### src/rtl/simple_pipe_inst_queue.sv
// Instruction queue between fetch and decode/execute, DEPTH entries.
// Define SIMPLE_PIPE_INST_QUEUE_BYPASS_EN for same-cycle empty-queue bypass.
module simple_pipe_inst_queue #(
    parameter int DEPTH = 4
) (
    input  logic       clk,
    input  logic       rst,
    input  logic [7:0] in_inst,
    input  logic       in_valid,
    output logic       in_ready,
    input  logic       flush,
    output logic [7:0] out_inst,
    output logic       out_valid,
    input  logic       out_ready,
    output logic       out_is_and,
    output logic [4:0] count,
    output logic [7:0] stall_cnt
);
    localparam int AW = $clog2(DEPTH);

    logic [7:0]    r_mem [DEPTH];
    logic [AW-1:0] r_wptr;
    logic [AW-1:0] r_rptr;
    logic [4:0]    r_count;
    logic [7:0]    r_stall;

    logic w_full;
    logic w_empty;
    logic w_bypass;
    logic w_push;
    logic w_pop;

    assign w_full  = (r_count == 5'(DEPTH));
    assign w_empty = (r_count == 5'd0);

`ifdef SIMPLE_PIPE_INST_QUEUE_BYPASS_EN
    assign w_bypass = w_empty && in_valid && out_ready && !flush && !rst;
`else
    assign w_bypass = 1'b0;
`endif

    assign in_ready  = !rst && !w_full && !flush;
    // A bypassed instruction goes straight out and is never stored.
    assign w_push    = in_valid && in_ready && !w_bypass;
    assign w_pop     = !w_empty && out_ready && !flush;

    assign out_valid  = !w_empty || w_bypass;
    assign out_inst   = w_bypass ? in_inst :
                        (!w_empty ? r_mem[r_rptr] : 8'h00);
    assign out_is_and = out_valid && (out_inst[7:6] == 2'b11);
    assign count      = r_count;
    assign stall_cnt  = r_stall;

    always_ff @(posedge clk) begin
        if (w_push) begin
            r_mem[r_wptr] <= in_inst;
        end
    end

    always_ff @(posedge clk) begin
        if (rst || flush) begin
            r_wptr  <= '0;
            r_rptr  <= '0;
            r_count <= 5'd0;
        end else begin
            if (w_push) begin
                r_wptr <= r_wptr + 1'b1;
            end
            if (w_pop) begin
                r_rptr <= r_rptr + 1'b1;
            end
            unique case ({w_push, w_pop})
                2'b10:   r_count <= r_count + 5'd1;
                2'b01:   r_count <= r_count - 5'd1;
                default: r_count <= r_count;
            endcase
        end
    end

    // Back-pressure counter survives flush; only reset clears it.
    always_ff @(posedge clk) begin
        if (rst) begin
            r_stall <= 8'd0;
        end else if (out_valid && !out_ready && !flush && (r_stall != 8'hFF)) begin
            r_stall <= r_stall + 8'd1;
        end
    end
endmodule
### config.mk
export PLATFORM = sky130hd
export DESIGN_NAME = simple_pipe_inst_queue
export DESIGN_NICKNAME = d
export VERILOG_FILES = /design/src/rtl/simple_pipe_inst_queue.sv
export SDC_FILE = /design/constraint.sdc
export NUM_CORES = 1
export LEC_CHECK = 0
export BUFFER_PORTS_ARGS = -buffer_cell sky130_fd_sc_hd__buf_2
export CAP_MARGIN = 20
export CORE_MARGIN = 3
export CORE_UTILIZATION = 24
export DETAILED_ROUTE_END_ITERATION = 10
export HOLD_SLACK_MARGIN = 0.15
export SLEW_MARGIN = 20
export SYNTH_ARGS = -nofsm -noshare
export SYNTH_HDL_FRONTEND = slang
export SYNTH_SLANG_ARGS = --single-unit
### constraint.sdc
create_clock -name clk -period 2.64 [get_ports clk]
set_input_delay 0.264 -clock clk [delete_from_list [all_inputs] [get_ports clk]]
set_output_delay 0.264 -clock clk [all_outputs]
set_load 0.02 [all_outputs]
After elaboration in Yosys (flattened, before gate mapping):

Memories as Yosys holds them, arrays and structs flattened. A register that Yosys moved wholly into a read port is not among the register bits.
Cells that the tools add are included.

* register bits after elaboration: 17
* memory bits (writable): 32
* bits of input ports: 13
* output and inout port bits: 24
* logic and storage cells: 38
* memories kept: 1

Memory list
* r_mem: depth 4, width 8, rd ports 1, clocked after memory_dff 1, wr ports 1, RTL line 21 `logic [7:0] r_mem [DEPTH];`

* add/sub/neg operators: 5
* equal/unequal tests: 5
* multiplexer cells: 6
* reduce and logical (&&, ||, !) cells: 17

Operators with widths (number)
* one-hot mux 5 bit (2 select lines): 1
* logical AND 1 bit: 9
* adder 8 x 1 -> 8 bit (second input constant): 1
* two-way mux 8 bit: 1
* != test 8 bit (second input constant): 1
* adder 5 x 1 -> 5 bit (second input constant): 1
* == test 5 x 3 -> 1 bit (second input constant): 1
* logical NOT 1 bit: 5
* logical NOT 5 bit: 1
* subtractor 5 x 1 -> 5 bit (second input constant): 1
* adder 2 x 1 -> 2 bit (second input constant): 2
* == test 2 bit (second input constant): 2
* two-way mux 2 bit: 2
* == test 2 x 1 -> 1 bit (second input constant): 1
* two-way mux 1 bit: 2
* nonzero test 2 bit: 1
* logical OR 1 bit: 1

Longest topological paths before layout:

* depth after elaboration: 7
* depth in mapped cells: 12
* gate-level depth less buffers: 10

Worst setup path before layout:

No wires, ideal clock.

* kind: register -> register
* start point: register r_count[1], in the netlist count[1]
* end point: register r_count[2], in the netlist count[2]
* setup time: 71 ps
* arrival: 2774 ps
* setup slack: -205 ps
* cell stages (with the launch flop): 13
* path through: dfxtp_1 -> buf_6 -> or4_4 -> o21ai_0 -> inv_1 -> ha_1 -> buf_2 -> xor2_1 -> ha_1 -> a21oi_1 -> xor2_1 -> or3_1 -> a21oi_1

* elaborated cells on any way between the ends: 15

RTL lines
* start, declared: RTL line 24 `logic [4:0] r_count;`
* start signal, assigned: RTL line 73 `2'b10: r_count <= r_count + 5'd1;`
* start signal, assigned: RTL line 74 `2'b01: r_count <= r_count - 5'd1;`
* start signal, assigned: RTL line 75 `default: r_count <= r_count;`
* logical NOT 5 bit *: RTL line 34 `assign w_empty = (r_count == 5'd0);`
* logical NOT 1 bit *
* logical AND 1 bit * (2 in a row): RTL line 45 `assign w_pop = !w_empty && out_ready && !flush;`
* net w_pop: RTL line 31 `logic w_pop;`
* == test 2 x 1 -> 1 bit / == test 2 bit (equally long branches): RTL line 72 `unique case ({w_push, w_pop})`
* one-hot mux 5 bit (2 select lines) / nonzero test 2 bit (equally long branches)

The timed path passes the listed nets; every way through them passes the cells marked *.
A chain may end at the register's enable or synchronous reset.

Final worst setup path:

Ends and elaborated chain as after synthesis.

==> results.yml <==
synth:
  synthesis.nets: 205
  synth.distinct_cells: 41
  ys_warn_count: 0
  synth.avg_cell_area_sq_um: 12.8
  syn-instance-count: 184
  ys_ff_latch: 51
  synth_enable_flop_cells: 32
  async_flop_share_pct: 0
  seq_area_frac_synth_pct: 56.9
  ys_dominant_reg_cell: "edfxtp_1"
  synth_area_sq_um: 2360
finish:
  antenna_cells_inserted: 0
  layout.nets: 250
  finish.cell_count_without_fillers: 359
  final_standard_cell_area_without_fillers_sq_um: 2890
  syn_to_final_growth_pct: 22.6
  nFillCells: 973
  layout-drive-gt1-share_pct: 33.0
timing:
  grt_setup_unrepaired: "no"
  skew_ns: 0.00989
  period_minus_slack_ns: 2.46
  hold_viol: 0
  tns_ns: 0
  timing.final.ws_setup_ns: 0.180
  min_period_over_period_pct: 93.2
  worst_slew_margin_rel_pct: 61.9
  highest_clock_rate_mhz: 407
  worst_pin_slew_ns: 0.569
  final_max_slew_viol_count: 0
  whs_ns: 0.173
  final-setup-viol-count: 0
routing:
  routed-via-count: 1587
  route.detailed.vias_per_inst: 4.42
  drt_iter0_drc: 45
  detail_route.drc_violations: 0
  drt-total-wl_mm: 4.94
  dr.pass1.iters: 4
  wl_per_cell_microns: 13.7
  final_antenna_net_count: 0
setup_path:
  setup.reg_to_reg.worst_slack_ns: 0.18
  critical_path_class: "reg -> reg"
  cp_cell_sequence: "or4_4, o21ai_4, inv_1, ha_2, xor2_1, ha_1, a21oi_4, xor2_2, or3_1, a21oi_1"
  critical_path_arrival_ns: 2.71
  timing.critical_path.to_type: "register"
  startpoint_type: "register"
  cpPeakStageDelay_ns: 0.51
  crit_fanout: 8
  critical_path.slowest_cell: "or4_4"
  worst-endpoint-required_ns: 2.89
die:
  placementRows: 35
  placeableCoreArea_sq_um: 9420
  dieArea_sq_um: 11100
  io-pin-count: 37
  floorplan.die.width_microns: 105
  die_h_microns: 105
  start_util_pct: 25.0
global_routing:
  grt_first_pass_wirelength_mm: 8.05
  overflow: 0
  grt_pass1_vias: 1642
  grt.total_usage_pct: 9.09
  grt_max_degree: 18
  antenna_found_initial: 0
placed_design:
  pre_cts_slack_ns: 0.134
  place.gp.congestion: 0.731
  place_inst: 350
  postPlaceCellArea_sq_um: 2730
  detailedPlacementHpwl_mm: 3.56
  buffer_ports.inserted: 36
job:
  max-cap-violations: 0
clocking:
  clock_tree.root_cell: "clkbuf_8"
  cts.sink_count: 51
  clockBufferDepth: 2
  cts_htree_levels: 2
  clk_pin_slew_worst_paths_ns: 0.10
  cts_hold_repair.buffers: 0
  cts_tree: "built"
  numCtsBuffers: 5
  worstSkewPairLatency_ns: 0.31
power_and_ir_drop:
  ir_worst_vdd_v: 0.000303
  power.density_cell_area_nw_per_um2: 513
  power.static_leakage_nw: 1.05
run_status:
  status: "finished clean"
hold_path:
  hold_class: "in -> reg"
==> cells in the mapped netlist (2+ instances only) <==
cell type	instances	area (sq um)
inv_1	8	30.0
mux4_2	8	180
buf_2	2	10.0
nand4_1	2	12.5
ha_1	8	100
and2_1	5	31.3
nor2_1	12	45.0
buf_6	2	22.5
o21ai_0	5	25.0
or4_1	3	22.5
nand3_1	8	40.0
clkbuf_1	5	18.8
a21o_1	2	15.0
or3_1	3	18.8
edfxtp_1	32	961
dfxtp_1	19	380
a21oi_1	9	45.0
a211oi_2	2	25.0
mux2i_1	3	30.0
xor2_1	6	52.6
nor2b_1	10	62.6
o31ai_1	4	30.0
nand2b_1	4	25.0
nand2_1	3	11.3
nor4_1	3	18.8
==> layout by cell type (no fill, tap or decap), types with 3 or more instances in the layout <==
cell type / count
a21oi_1: 8
and2_1: 5
buf_2: 36
buf_4: 11
clkbuf_8: 5
dfxtp_1: 17
edfxtp_1: 32
ha_1: 7
inv_1: 8
mux2i_1: 3
mux4_2: 8
nand2_1: 3
nand2b_1: 4
nand3_1: 8
nor2_1: 12
nor2b_1: 10
o21ai_0: 4
o31ai_1: 4
or3_1: 3
or4_1: 3
xor2_1: 5
==> logic make-up after synthesis <==
family	share of synthesized area, %
AO/OA/AOI/OAI	8.91
XOR/XNOR	2.60
adder cells (fa/ha/maj)	4.24
buffers and inverters	3.45
flip-flops	56.9
multiplexers	9.39
AND/OR/NAND/NOR	14.5
==> cell type report <==
| type | instances | area, sq um | area share, % |
|---|---|---|---|
| Inverter | 8 | 30.0 | 1.04 |
| Multi-Input combinational cell | 116 | 975 | 33.7 |
| Tap cell | 129 | 161 | 5.58 |
| Clock buffer | 5 | 68.8 | 2.38 |
| Timing Repair Buffer | 47 | 263 | 9.09 |
| Sequential cell | 51 | 1350 | 46.6 |
| Clock inverter | 3 | 47.5 | 1.64 |
==> repair_timing <==
item,4_1_cts,5_1_grt
endpoints found under the setup margin,0,2
setup buffers,0,1
resized for setup,0,7
==> final timing paths <==
check | from | endpoint | depth (start not counted)
max | count[1]$_SDFFE_PP0P_ | count[2]$_SDFFE_PP0P_ | 10
min | in_inst[2] | r_mem[1][2]$_DFFE_PP_ | 1
max reg2reg | count[1]$_SDFFE_PP0P_ | count[2]$_SDFFE_PP0P_ | 10
min reg2reg | stall_cnt[1]$_SDFFE_PP0P_ | stall_cnt[1]$_SDFFE_PP0P_ | 2
==> where the power goes <==
group / total, mW / internal (mW) / switching [mW]
clock network: 0.559 / 0.288 / 0.271
logic: 0.0708 / 0.0291 / 0.0417
registers: 0.852 / 0.850 / 0.00270
total: 1.48 / 1.17 / 0.316
==> worst max-delay path, delay by kind of cell, from the launching register on <==
family	cells	cell delay [ns]
adder cells (fa/ha/maj)	2	0.40
flip-flops	1	0.39
XOR/XNOR	2	0.23
AND/OR/NAND/NOR	2	0.81
buffers and inverters	1	0.08
AO/OA/AOI/OAI	3	0.48
==> per-layer routing <==
metal	track usage, %	wire (microns)	share of wire (%)
met1	11.7	2290	46
met2	15.4	2420	49
met3	2.16	202	4.1
met4	2.34	25	0.51
met5	0	0	0
==> flip-flops by register name (all words and copies together) (netlist names), named ones only <==
name       count
r_mem         32
count          5
stall_cnt      8
r_rptr         2
r_wptr         2
==> per-stage QoR <==
step	util, %	total power [mW]
finish	30.7	1.48
global placement	29.0	0.940
global route	30.7	1.54
CTS	30.3	1.50
detailed placement	29.0	0.942
floorplan	-	0.909
Power figures use the tool's default switching activity.
